--- src/rtl/branch_target_buffer.sv ---
// Direct-mapped branch target buffer. It gives a zero-latency taken/next-PC prediction
// to fetch, learns from resolved branches in execute, and counts branches and mispredicts.
module branch_target_buffer #(
    parameter int BTB_IDX_W = 4
) (
    input  logic        clk,
    input  logic        rst,
    input  logic        keep,
    input  logic        btb_clear,
    input  logic [31:0] PC_if,
    output logic        is_branch_predict,
    output logic [31:0] PC_Np,
    input  logic        is_branch_pype2,
    input  logic [31:0] PC_pype2,
    input  logic        branch_BTB_contral,
    input  logic [31:0] branch_BTB_PC,
    input  logic        branch_miss_contral,
    output logic [31:0] branch_count,
    output logic [31:0] miss_count
);

    localparam int ENTRIES = 1 << BTB_IDX_W;
    localparam int TAG_W   = 32 - BTB_IDX_W - 2;

    logic              valid_q  [ENTRIES];
    logic [TAG_W-1:0]  tag_q    [ENTRIES];
    logic [31:0]       target_q [ENTRIES];
    logic [1:0]        ctr_q    [ENTRIES];

    logic [31:0] branch_count_q, branch_count_d;
    logic [31:0] miss_count_q, miss_count_d;

    function automatic logic [1:0] sat_inc(input logic [1:0] c);
        return (c == 2'b11) ? 2'b11 : c + 2'b01;
    endfunction

    function automatic logic [1:0] sat_dec(input logic [1:0] c);
        return (c == 2'b00) ? 2'b00 : c - 2'b01;
    endfunction

    // Lookup: reads only registered state, so a same-cycle update is not bypassed.
    logic [BTB_IDX_W-1:0] lidx;
    logic [TAG_W-1:0]     ltag;
    logic                 lhit;

    assign lidx              = PC_if[BTB_IDX_W+1:2];
    assign ltag              = PC_if[31:BTB_IDX_W+2];
    assign lhit              = valid_q[lidx] && (tag_q[lidx] == ltag);
    assign is_branch_predict = lhit && ctr_q[lidx][1];
    assign PC_Np             = is_branch_predict ? target_q[lidx] : PC_if + 32'd4;

    logic [BTB_IDX_W-1:0] uidx;
    logic [TAG_W-1:0]     utag;
    logic                 upd;
    logic                 uhit;
    logic                 misaligned;
    logic                 wr_en;
    logic [1:0]           wr_ctr;
    logic [31:0]          wr_target;

    assign uidx       = PC_pype2[BTB_IDX_W+1:2];
    assign utag       = PC_pype2[31:BTB_IDX_W+2];
    assign upd        = is_branch_pype2 && !keep && !btb_clear;
    assign uhit       = valid_q[uidx] && (tag_q[uidx] == utag);
    // A taken branch to a misaligned target traps, so it must not train the table.
    assign misaligned = branch_BTB_contral && (branch_BTB_PC[1:0] != 2'b00);

    always_comb begin
        wr_en     = 1'b0;
        wr_ctr    = ctr_q[uidx];
        wr_target = target_q[uidx];
        if (upd && !misaligned) begin
            if (uhit) begin
                wr_en = 1'b1;
                if (branch_BTB_contral) begin
                    wr_ctr    = sat_inc(ctr_q[uidx]);
                    wr_target = branch_BTB_PC;
                end else begin
                    wr_ctr = sat_dec(ctr_q[uidx]);
                end
            end else if (branch_BTB_contral) begin
                wr_en     = 1'b1;
                wr_ctr    = 2'b10;
                wr_target = branch_BTB_PC;
            end
        end
    end

    always_ff @(posedge clk or negedge rst) begin
        if (!rst) begin
            for (int i = 0; i < ENTRIES; i++) begin
                valid_q[i]  <= 1'b0;
                tag_q[i]    <= '0;
                target_q[i] <= '0;
                ctr_q[i]    <= 2'b01;
            end
        end else if (btb_clear) begin
            for (int i = 0; i < ENTRIES; i++) begin
                valid_q[i] <= 1'b0;
            end
        end else if (wr_en) begin
            valid_q[uidx]  <= 1'b1;
            tag_q[uidx]    <= utag;
            target_q[uidx] <= wr_target;
            ctr_q[uidx]    <= wr_ctr;
        end
    end

    // Mispredict statistics ignore btb_clear: only a stall suppresses them.
    assign branch_count_d = upd ? branch_count_q + 32'd1 : branch_count_q;
    assign miss_count_d   = (branch_miss_contral && !keep) ? miss_count_q + 32'd1 : miss_count_q;

    always_ff @(posedge clk or negedge rst) begin
        if (!rst) begin
            branch_count_q <= '0;
            miss_count_q   <= '0;
        end else begin
            branch_count_q <= branch_count_d;
            miss_count_q   <= miss_count_d;
        end
    end

    assign branch_count = branch_count_q;
    assign miss_count   = miss_count_q;

endmodule
--- config.mk ---
export PLATFORM = sky130hd
export DESIGN_NAME = branch_target_buffer
export DESIGN_NICKNAME = d
export VERILOG_FILES = /design/src/rtl/branch_target_buffer.sv
export SDC_FILE = /design/constraint.sdc
export NUM_CORES = 2
export LEC_CHECK = 0
export CAP_MARGIN = 20
export CELL_PAD_IN_SITES_DETAIL_PLACEMENT = 1
export CELL_PAD_IN_SITES_GLOBAL_PLACEMENT = 2
export CORE_MARGIN = 5
export CORE_UTILIZATION = 46
export DETAILED_ROUTE_END_ITERATION = 12
export MAX_ROUTING_LAYER = met4
export PLACE_DENSITY = 0.83
export SLEW_MARGIN = 20
export SYNTH_ARGS = -nofsm -noshare
export SYNTH_HDL_FRONTEND = slang
export SYNTH_SLANG_ARGS = --single-unit
--- constraint.sdc ---
create_clock -name clk -period 7 [get_ports clk]
set_input_delay 1.4 -clock clk [delete_from_list [all_inputs] [get_ports clk]]
set_output_delay 1.4 -clock clk [all_outputs]
set_load 0.02 [all_outputs]
# Yosys cells after proc, flatten, opt, wreduce, memory -nomap -nowiden
# Cells that the tools add are included.
# word_totals
in_bits,103
reg_bits,1040
# op_classes
n_eq_ne,3
n_lt_le_gt_ge,3
addsub,5
bitwise,4
muxes,49
reduce_logical,16
# op_table
op,count
$bwmux 512,1
$bwmux 416,1
$bmux 32 s4,2
$mux 32,8
$bmux 26 s4,2
$mux 26,5
$demux 32 s4,1
$demux 26 s4,1
$add 32x1->32 const B,2
$eq 26x26->1,2
$add 32x3->32 const B,1
$bwmux 32,1
$mux 16,2
$mux 2,11
$bmux 2 s4,2
$or 16x16->16,1
$ge 5x5->1 const B,2
$not 4->5,2
$logic_and 1x1->1,9
$bmux 1 s4,2
$demux 2 s4,1
$mux 1,8
$lt 5x1->1 const B,1
$demux 1 s4,1
other kinds (8),11

# Depth between registers and ports, before layout
# depth
word_depth,10
ltp_mapped,16

# Worst setup path before layout
# OpenSTA, ideal clock, no wires.
# synth_timing
path_type,input-to-output
startpoint,input PC_if[2]
endpoint,output PC_Np[22]
required_ns,5.600
path_slack_ns,0.842
path_buffers,6
arrival_time_ns,4.758
stages,9
cell_sequence,buf_2 > buf_2 > buf_2 > clkbuf_1 > clkbuf_1 > buf_1 > mux4_2 > mux4_2 > mux2_1
# synth_between
elab_chain_len,8
# synth_lines
element,line_no,text
start: declaration,10,"input logic [31:0] PC_if,"
$not 4->5 (not written as such),"48, 49, 50",
$bmux 26 s4,48,assign lhit = valid_q[lidx] && (tag_q[lidx] == ltag);
$mux 26 (not written as such) (2 in a row),48,
$eq 26x26->1,48,
$logic_and 1x1->1,48,
$logic_and 1x1->1,49,assign is_branch_predict = lhit && ctr_q[lidx][1];
$mux 32 *,50,assign PC_Np = is_branch_predict ? target_q[lidx] : PC_if + 32'd4;
end: declaration,12,"output logic [31:0] PC_Np,"
# Mark *: on every way between the ends. The rest lies on a longest branch, timed or not. The select of a mux whose other input is x is not followed.

# Worst setup path after layout
# layout_timing
startpoint,input PC_if[2]
endpoint,output PC_Np[2]
# The elaborated chain is that of the path after synthesis.

==> run metrics <==
Post-Syn Area=56500 um^2; drt via density=6.43; Yosys top cell by area=dfrtp_1; final setup skew=roughly 0.037 ns; syn avg cell area=15.2 um^2; Fin. Hold Viols=0; Crit Path Category=input pin to output pin; CP peak stage delay=0.74 ns; Sw Ratio=25.2%; EDFF count, synth=0; async set or reset register ratio after synthesis=100%; initial antenna violation count=15; Worst Hold Class=flip-flop to flip-flop; initial DRC count=3008; Final HPWL DP=111000 um; CP arrival=between 5 and 6 ns; gr usage total=28.2%; fin crit period=6.91 ns; Switch Pwr=0.00350 W; reg-to-reg endpoint=target_q[83]; layout cells sized above 1=46.6%; Gate Count Post-Synth=3722; total clock buffers created by CTS=roughly 120; yosys warns=0; Slew HR=36.2%; clk sink count=1040; Pwr Density=214 nW/um^2; Post-DRT Antenna Nets=0; Port Buffers=197; number of H-tree levels=3; outcome=finished, final reports clean; die area=130000 um^2; gr ovfl total=0; CORE AREA=122000 um^2; Total Wirelength=178000 um; Non-Filler Instances=5615; cts-stage hold buffer count=0; first-pass GRT wire length=270000 um; setup violators final=0; crit path capture type=output pin; final worst-path cycle share=98.7%; ys flop type=dfrtp_1; Post-route DRC=0; worst r2r path cells=10; placed cells=5382; register area share after synthesis=46.1%; CP top delay family=buffers and inverters; Critical path origin=PC_if[2]; CP required=5.60 ns; cell count along the critical path=12; dpl ws=-0.0523 ns; Int Power=0.0104 W; Die Height=361 um; Worst-Skew Late Latency=around 0.75 ns; vias in the first global route=39261; CTS tree=done; Final Cell Area=approximately 65000 um^2; area grow syn2layout=14.8%; largest net degree at the start of global routing=182; Logic pwr share=8.9%; fillers=11465; Layout Nets=3983; CP endpoint=PC_Np[2]; fmax=0.145 GHz; Initial Util=46.3%; part of the power in registers=approximately 45%; worst min-delay path startpoint=miss_count[31]; Hold WS=roughly 0.47 ns; Post-CTS Resized=2; Setup Buffers After CTS=0; wire per inst=31.7 um; area of placed instances=60700 um^2; synth top area cells=dfrtp_1 45%, mux4_2 21%, mux2_2 18%, mux2i_1 1.8%, xnor2_1 1.7%; R2R Path Start=tag_q[271]; CP startpoint kind=input pin; post-route worst setup slack=0.0928 ns; TritonRoute pass-1 iters=5; max_cap viols=0; Synth Register Bits=1040; Die Wd=361 um; Root Buffer=clkbuf_16; critical-path cell list=buf_12, buf_16, mux4_2, mux4_2, xnor2_1, buf_4, nand4_1, or3_1, or4_2, buf_12, mux2i_1, clkdlybuf4s50_1; Synth Net Count=3828; Pwr Total=0.0139 W; count leader, synth=dfrtp_1; leakage power=29.4 nW; Bufs on Longest Clock Path=3; peak supply drop=around 0.23 mV; Clock Power Share=between 40 and 50%; R2R Setup Slk=2.72 ns; Core Rows=128; DR vias=36132; final slew viol count=0; peak fanout along the critical path=21; Worst Tran Pin Value=0.956 ns; GPL Wtd Cong=0.835; Worst path slowest cell=or4_2; post-synth top area share=45.3%; Reg clk slew, reported paths=0.06 ns; Post-synth top cells=1024 x dfrtp_1, 896 x mux2_2, 528 x mux4_2, 132 x clkbuf_1, 109 x xnor2_1; I/O Pins=200; Buf/Inv on CP=5; synth unique cells=between 60 and 70
-- registers in the layout (all words and copies together) (netlist names) --
signal / count
tag_q: 416
ctr_q: 32
miss_count: 32
valid_q: 16
branch_count: 32
target_q: 512
-- power by group through the flow --
stage / clock network (W) / logic (W) / registers, W
floorplan: 0 / 0.000634 / 0.00634
global placement: 0 / 0.00121 / 0.00633
detailed placement: 0 / 0.00124 / 0.00634
CTS: 0.00654 / 0.00124 / 0.00623
global route: 0.00681 / 0.00131 / 0.00624
finish: 0.00643 / 0.00123 / 0.00623
-- placed cells by master (no fill, tap or decap), drive strengths merged, types with 18 or more instances in the layout --
master	instances
dlymetal6s2s	27
clkdlybuf4s50	156
nand4	27
buf	192
a22oi	19
xnor2	109
clkinv	29
a21o	30
xor2	31
nand2	99
dfrtp	1024
a21oi	29
inv	70
mux2	976
mux4	528
mux2i	103
nor2	39
nor2b	18
o22ai	57
nand3	47
clkbuf	166
-- kinds of logic (layout without fill, tap and decap cells) --
group                    after synthesis  after routing  share of synthesized area (%)
other                                  0             11                              0
buffers and inverters                408            665                           3.70
flip-flops                          1040           1040                           46.1
multiplexers                        1607           1607                           42.3
XOR/XNOR                             140            140                           2.17
adder cells (fa/ha/maj)                3              3                         0.0664
AO/OA/AOI/OAI                        219            219                           2.96
AND/OR/NAND/NOR                      305            305                           2.76
-- worst min path at each step --
stage                                   to  slack (ns)  cells after the start
after floorplan                  ctr_q[26]        0.46                      2
after global placement    branch_count[31]        0.46                      1
after detailed placement    miss_count[31]        0.47                      1
after CTS                   miss_count[31]        0.48                      1
after global routing             ctr_q[14]        0.51                      2
final                       miss_count[31]        0.47                      1
-- layout make-up --
type | instances | area (um^2) | area share (%)
Tap cell | 1625 | 2030 | 3.13
Inverter | 67 | 251 | 0.388
Clock inverter | 56 | 662 | 1.02
Clock buffer | 165 | 3360 | 5.18
Timing Repair Buffer | 377 | 4050 | 6.25
Antenna cell | 11 | 27.5 | 0.0424
Multi-Input combinational cell | 2274 | 28500 | 43.9
Sequential cell | 1040 | 26000 | 40.1
-- metal layers --
| layer | wire length (um) | vias up | track usage, % | part of all wire, % |
|---|---|---|---|---|
| met2 | 86400 | 1244 | 44.4 | 48 |
| met1 | 75000 | 19906 | 38.0 | 42 |
| met5 | 0 | - | - | 0 |
| met3 | 11200 | 341 | 4.88 | 6.3 |
| li1 | - | 14641 | - | - |
| met4 | 5630 | 0 | 8.18 | 3.2 |
-- per-stage QoR --
step | util [%] | setup TNS (ns)
floorplan | - | 0
global placement | 49.8 | -0.0812
detailed placement | 49.8 | -0.180
CTS | 53.1 | 0
global route | 53.2 | -0.00206
finish | 53.2 | 0
Power figures use the tool's default switching activity.
